$ cat config.mk
export PLATFORM = sky130hd
export DESIGN_NAME = serial_subtractor
export DESIGN_NICKNAME = d
export VERILOG_FILES = /design/src/rtl/serial_sub_pkg.sv /design/src/rtl/full_subtractor_bitwise.sv /design/src/rtl/serial_subtractor.sv
export SDC_FILE = /design/constraint.sdc
export NUM_CORES = 1
export LEC_CHECK = 0
export CAP_MARGIN = 20
export CORE_MARGIN = 1
export CORE_UTILIZATION = 53
export CTS_CLUSTER_DIAMETER = 80
export DETAILED_ROUTE_END_ITERATION = 12
export PLACE_DENSITY = 0.82
export SLEW_MARGIN = 30
export SYNTH_ARGS = -nofsm -noshare
export SYNTH_HDL_FRONTEND = slang
export SYNTH_SLANG_ARGS = --single-unit
$ cat constraint.sdc
create_clock -name clk -period 3.08 [get_ports clk]
set_input_delay 0.462 -clock clk [delete_from_list [all_inputs] [get_ports clk]]
set_output_delay 0.462 -clock clk [all_outputs]
set_load 0.02 [all_outputs]
$ cat src/rtl/serial_sub_pkg.sv
// Shared definitions for the bit-serial subtractor: FSM encoding and WIDTH limits.
// Latency: n/a (types and constants only).
// Backpressure: n/a.
package serial_sub_pkg;

    typedef enum logic [1:0] {
        SUB_IDLE = 2'd0,
        SUB_BUSY = 2'd1,
        SUB_DONE = 2'd2
    } sub_state_t;

    // Legal range for the WIDTH parameter of serial_subtractor.
    localparam int SUB_WIDTH_MIN = 2;
    localparam int SUB_WIDTH_MAX = 32;

endpackage

$ cat src/rtl/full_subtractor_bitwise.sv
// Single-bit full subtractor cell: d = a - b - bin, with borrow out.
// Latency: combinational.
// Backpressure: none.
// Ports:
//   a, b  - minuend / subtrahend bit
//   bin   - incoming borrow
//   d     - difference bit
//   bout  - outgoing borrow
module full_subtractor_bitwise (
    input  logic a,
    input  logic b,
    input  logic bin,
    output logic d,
    output logic bout
);

    assign d    = a ^ b ^ bin;
    // Borrow when a=0,b=1, or when a==b and a borrow is already pending.
    assign bout = (~a & b) | (~(a ^ b) & bin);

endmodule

$ cat src/rtl/serial_subtractor.sv
// Bit-serial a - b, one bit per clock LSB first, through one full-subtractor cell.
// Latency: WIDTH cycles from accepted start to done; initiation interval WIDTH+2.
// Backpressure: start is only honoured while ready=1; it is ignored in BUSY and DONE.
// Ports:
//   clk, rst        - clock, synchronous active-high reset
//   start, a, b     - request and operands, captured on start while ready
//   ready/busy/done - FSM status (done is a one-cycle pulse)
//   diff,borrow_out - result modulo 2^WIDTH and final borrow, held until the next start
//   ovf             - signed overflow, present only when SERIAL_SUB_OVF_EN is defined
module serial_subtractor
    import serial_sub_pkg::*;
#(
    parameter int WIDTH = 8
) (
    input  logic             clk,
    input  logic             rst,
    input  logic             start,
    input  logic [WIDTH-1:0] a,
    input  logic [WIDTH-1:0] b,
    output logic             ready,
    output logic             busy,
    output logic             done,
    output logic [WIDTH-1:0] diff,
    output logic             borrow_out
`ifdef SERIAL_SUB_OVF_EN
    ,
    output logic             ovf
`endif
);

    localparam int CNT_W = $clog2(WIDTH + 1);

    if (WIDTH < SUB_WIDTH_MIN || WIDTH > SUB_WIDTH_MAX) begin : g_width_check
        $error("serial_subtractor: WIDTH outside legal range");
    end

    sub_state_t        state_q, state_d;
    logic [WIDTH-1:0]  a_q, a_d;
    logic [WIDTH-1:0]  b_q, b_d;
    logic [WIDTH-1:0]  diff_q, diff_d;
    logic [CNT_W-1:0]  cnt_q, cnt_d;
    logic              bw_q, bw_d;
    logic              borrow_out_q, borrow_out_d;
`ifdef SERIAL_SUB_OVF_EN
    logic              ovf_q, ovf_d;
`endif

    logic              fs_d;
    logic              fs_bout;
    logic              last_bit;

    full_subtractor_bitwise u_fsub (
        .a    (a_q[0]),
        .b    (b_q[0]),
        .bin  (bw_q),
        .d    (fs_d),
        .bout (fs_bout)
    );

    // Counter starts at 0 on accept, so the WIDTH-th busy edge sees WIDTH-1.
    assign last_bit = (cnt_q == CNT_W'(WIDTH - 1));

    // State register.
    always_ff @(posedge clk) begin
        if (rst) begin
            state_q <= SUB_IDLE;
        end else begin
            state_q <= state_d;
        end
    end

    // Next-state logic.
    always_comb begin
        state_d = state_q;
        case (state_q)
            SUB_IDLE: if (start) state_d = SUB_BUSY;
            SUB_BUSY: if (last_bit) state_d = SUB_DONE;
            SUB_DONE: state_d = SUB_IDLE;
            default:  state_d = SUB_IDLE;
        endcase
    end

    // Output decode; depends only on the state register.
    always_comb begin
        ready = 1'b0;
        busy  = 1'b0;
        done  = 1'b0;
        case (state_q)
            SUB_IDLE: ready = 1'b1;
            SUB_BUSY: busy  = 1'b1;
            SUB_DONE: done  = 1'b1;
            default:  ready = 1'b0;
        endcase
    end

    // Datapath next values.
    always_comb begin
        a_d          = a_q;
        b_d          = b_q;
        diff_d       = diff_q;
        cnt_d        = cnt_q;
        bw_d         = bw_q;
        borrow_out_d = borrow_out_q;
`ifdef SERIAL_SUB_OVF_EN
        ovf_d        = ovf_q;
`endif
        case (state_q)
            SUB_IDLE: begin
                if (start) begin
                    a_d          = a;
                    b_d          = b;
                    diff_d       = '0;
                    cnt_d        = '0;
                    bw_d         = 1'b0;
                    borrow_out_d = 1'b0;
`ifdef SERIAL_SUB_OVF_EN
                    ovf_d        = 1'b0;
`endif
                end
            end
            SUB_BUSY: begin
                a_d    = a_q >> 1;
                b_d    = b_q >> 1;
                // New bit enters at the MSB; after WIDTH shifts bit 0 lands in diff[0].
                diff_d = {fs_d, diff_q[WIDTH-1:1]};
                cnt_d  = cnt_q + 1'b1;
                bw_d   = fs_bout;
                if (last_bit) begin
                    borrow_out_d = fs_bout;
`ifdef SERIAL_SUB_OVF_EN
                    // On the last edge the operand LSBs are the captured sign bits
                    // and fs_d is the result sign bit.
                    ovf_d = (a_q[0] != b_q[0]) && (fs_d != a_q[0]);
`endif
                end
            end
            default: begin
            end
        endcase
    end

    always_ff @(posedge clk) begin
        if (rst) begin
            a_q          <= '0;
            b_q          <= '0;
            diff_q       <= '0;
            cnt_q        <= '0;
            bw_q         <= 1'b0;
            borrow_out_q <= 1'b0;
`ifdef SERIAL_SUB_OVF_EN
            ovf_q        <= 1'b0;
`endif
        end else begin
            a_q          <= a_d;
            b_q          <= b_d;
            diff_q       <= diff_d;
            cnt_q        <= cnt_d;
            bw_q         <= bw_d;
            borrow_out_q <= borrow_out_d;
`ifdef SERIAL_SUB_OVF_EN
            ovf_q        <= ovf_d;
`endif
        end
    end

    assign diff       = diff_q;
    assign borrow_out = borrow_out_q;
`ifdef SERIAL_SUB_OVF_EN
    assign ovf        = ovf_q;
`endif

endmodule

==> impl_metrics.env <==
export IMPL_post_drt_via_cell_ratio=5.814
export IMPL_hold_start="borrow_out"
export IMPL_clockBufferDepth=2
export IMPL_grt_max_degree=22
export IMPL_ys_seq_area_share_pct=43.39
export IMPL_drtPass1Iterations=4
export IMPL_hold_path_class="flop to flop"
export IMPL_final_util_pct=69.08
export IMPL_clkPwrFrac_pct=26.4
export IMPL_final_max_slew_violation_count=0
export IMPL_p_per_area_nw_per_um2=452.9
export IMPL_crit_path_max_fanout=21
export IMPL_grt_pass1_vias=1162
export IMPL_seq_power_share_pct=57.0
export IMPL_wl_per_cell_um=15.30
export IMPL_p_int_w=0.0005754
export IMPL_peakVddDrop_v=0.0002866
export IMPL_post_cts_resized=0
export IMPL_p_sw_w=0.0002208
export IMPL_drc=0
export IMPL_combinationalPowerShare_pct=16.6
export IMPL_h_tree_depth=2
export IMPL_post_place_ws_ns=0.8198
export IMPL_synthesis_area_sq_um=1476
export IMPL_ios=31
export IMPL_via_count=1221
export IMPL_nets=203
export IMPL_drtIter0Drc=33
export IMPL_r2r_start="state_q[0]"
export IMPL_crit_start="state_q[0]"
export IMPL_synth_area_leaders="dfxtp_1 43%, a211oi_2 7.6%, nor2_1 5.6%"
export IMPL_ys_ff_latch=32
export IMPL_synthCells=157
export IMPL_maxCapViolCount=0
export IMPL_cellLeakagePower_nw=0.6474
export IMPL_swShare_pct=27.73
export IMPL_syn_avg_cell_area_sq_um=9.404
export IMPL_synth_top_area_cell="dfxtp_1"
export IMPL_timing_setup_tns_ns=0
export IMPL_finClkSkew_ns=0.005564
export IMPL_std_cell_rows=18
export IMPL_endpoint_kind="output pin"
export IMPL_setup_viol=0
export IMPL_yosysUniqueCellTypes=37
export IMPL_cts_sinks=32
export IMPL_dp_hpwl_mm=2.223
export IMPL_yosys_warnings=0
export IMPL_worstPathArrival_ns=2.15
export IMPL_total_power_w=0.0007962
export IMPL_cts_clk_slew_worst_paths_ns=0.09
export IMPL_io_buffers=30
export IMPL_worstPathRequired_ns=2.62
export IMPL_gp_congestion=0.7670
export IMPL_period_share_pct=84.89
export IMPL_hold_violations=0
export IMPL_slew_headroom_pct=38.77
export IMPL_fin_crit_ns=2.615
export IMPL_dieArea_sq_um=3001
export IMPL_clk_latency_ns=0.33
export IMPL_antenna_found_initial=0
export IMPL_die_width_um=54.78
export IMPL_cts_root_buf="clkbuf_4"
export IMPL_syn_nets=178
export IMPL_final_common_cell="dfxtp_1"
export IMPL_initial_core_util_pct=58.01
export IMPL_critical_path_class="flop to output pin"
export IMPL_cts_setup_buffers=0
export IMPL_gr_total_overflow=0
export IMPL_worst_slack_ns=0.4655
export IMPL_diodes=0
export IMPL_postRouteAntennaNets=0
export IMPL_numCtsBuffers=5
export IMPL_rsz0062_at_grt="false"
export IMPL_syn_to_final_growth_pct=19.07
export IMPL_final_cell_mix="32 x dfxtp_1, 30 x clkdlybuf4s50_1, 22 x nor2_1"
export IMPL_track_usage_pct=25.51
export IMPL_status="completed"
export IMPL_wl_mm=3.213
export IMPL_grt_pass1_wl_mm=5.223
export IMPL_drive_above_1_share_pct=16.67
export IMPL_die_y_um=54.78
export IMPL_core_region_area_sq_um=2545
export IMPL_cts_tree="done"
export IMPL_timing_fmax_mhz=382.5
export IMPL_worst_slew_pin_transition_ns=0.9156
export IMPL_cp_start_kind="flop"
export IMPL_synth_top_area_share_pct=43.39
export IMPL_postCtsHoldBufs=0
==> final cells by class <==
| class | count | area, sq um |
|---|---|---|
| fill | 205 | 787.0 |
| sequential | 32 | 640.6 |
| tap | 30 | 37.54 |
| clock buffer | 5 | 37.54 |
| timing repair buffer | 32 | 315.3 |
| inverter | 4 | 15.01 |
| multi-input combinational | 107 | 711.9 |
==> worst max-delay path, cell delays in order, from the launching register on <==
cell	delay, ns
dfxtp_1	0.63
nand2b_4	0.19
inv_2	0.31
clkdlybuf4s50_1	0.69
==> metrics by stage <==
stage | instance area [sq um] | hold WS (ns) | cells
2_1_floorplan | 1476 | 0.4547 | 157
6_report | 1758 | 0.4982 | 210
4_1_cts | 1758 | 0.4961 | 210
3_3_place_gp | 1720 | 0.4766 | 205
3_5_place_dp | 1720 | 0.4790 | 205
5_1_grt | 1758 | 0.5197 | 210
==> synthesized netlist by cell type <==
| cell | number |
|---|---|
| nor2_1 | 22 |
| a221oi_1 | 1 |
| o21bai_1 | 1 |
| a311oi_2 | 1 |
| a22oi_1 | 9 |
| clkbuf_1 | 3 |
| a21o_1 | 1 |
| inv_1 | 3 |
| nand2_1 | 13 |
| buf_2 | 5 |
| ha_1 | 1 |
| o21ba_4 | 1 |
| nand3_1 | 2 |
| or3_1 | 1 |
| or2_2 | 1 |
| nor2b_1 | 3 |
| inv_2 | 1 |
| a31oi_1 | 1 |
| nand2b_2 | 1 |
| nor3b_1 | 1 |
| and3b_1 | 1 |
| a211oi_2 | 9 |
| o2bb2ai_1 | 3 |
| buf_4 | 1 |
| dfxtp_1 | 32 |
| a32oi_1 | 1 |
| o22ai_1 | 6 |
| a21oi_1 | 10 |
| nor3_1 | 1 |
| buf_6 | 4 |
| a211oi_1 | 4 |
| nor2_2 | 8 |
| fa_1 | 1 |
| buf_12 | 1 |
| nand2b_4 | 1 |
| a2bb2oi_1 | 1 |
| o211a_1 | 1 |
==> power by group through the flow <==
stage	clock, W	combinational, W	sequential [W]
2_1_floorplan	0	0.0000978	0.000459
3_3_place_gp	0	0.000127	0.000462
3_5_place_dp	0	0.000132	0.000463
4_1_cts	0.000209	0.000133	0.000454
5_1_grt	0.000225	0.000145	0.000457
6_report	0.000210	0.000132	0.000454
==> kinds of logic (layout without fill, tap and decap cells) <==
logic type,Yosys count,in the layout,synth area share [%]
flops,32,32,43.39
fa+ha+maj,2,2,2.203
simple gates,55,55,18.05
buf+inv,18,41,8.389
compound gates,50,50,27.97
==> sequential cells by signal (all words and copies together), names as in the netlist <==
signal and count:
state_q 2, bw_q 1, cnt_q 4, b_q 8, diff 8, a_q 8
borrow_out 1
==> worst paths after layout <==
path / endpoint / slack [ns] / cells past startpoint
setup / recovery: busy / 0.47 / 3
hold / removal: borrow_out / 0.50 / 2
setup reg to reg: cnt_q[3] / 1.44 / 4
hold reg to reg: borrow_out / 0.50 / 2
==> metal layers <==
layer  global-route usage (%)  routed length, um  vias to the layer above
met4                    11.97                 49                        0
met2                    39.96               1538                       41
met5                        0                  0                        -
met3                    6.111                176                        7
li1                         -                  -                      602
met1                    32.60               1448                      571
Power figures use the tool's default switching activity.
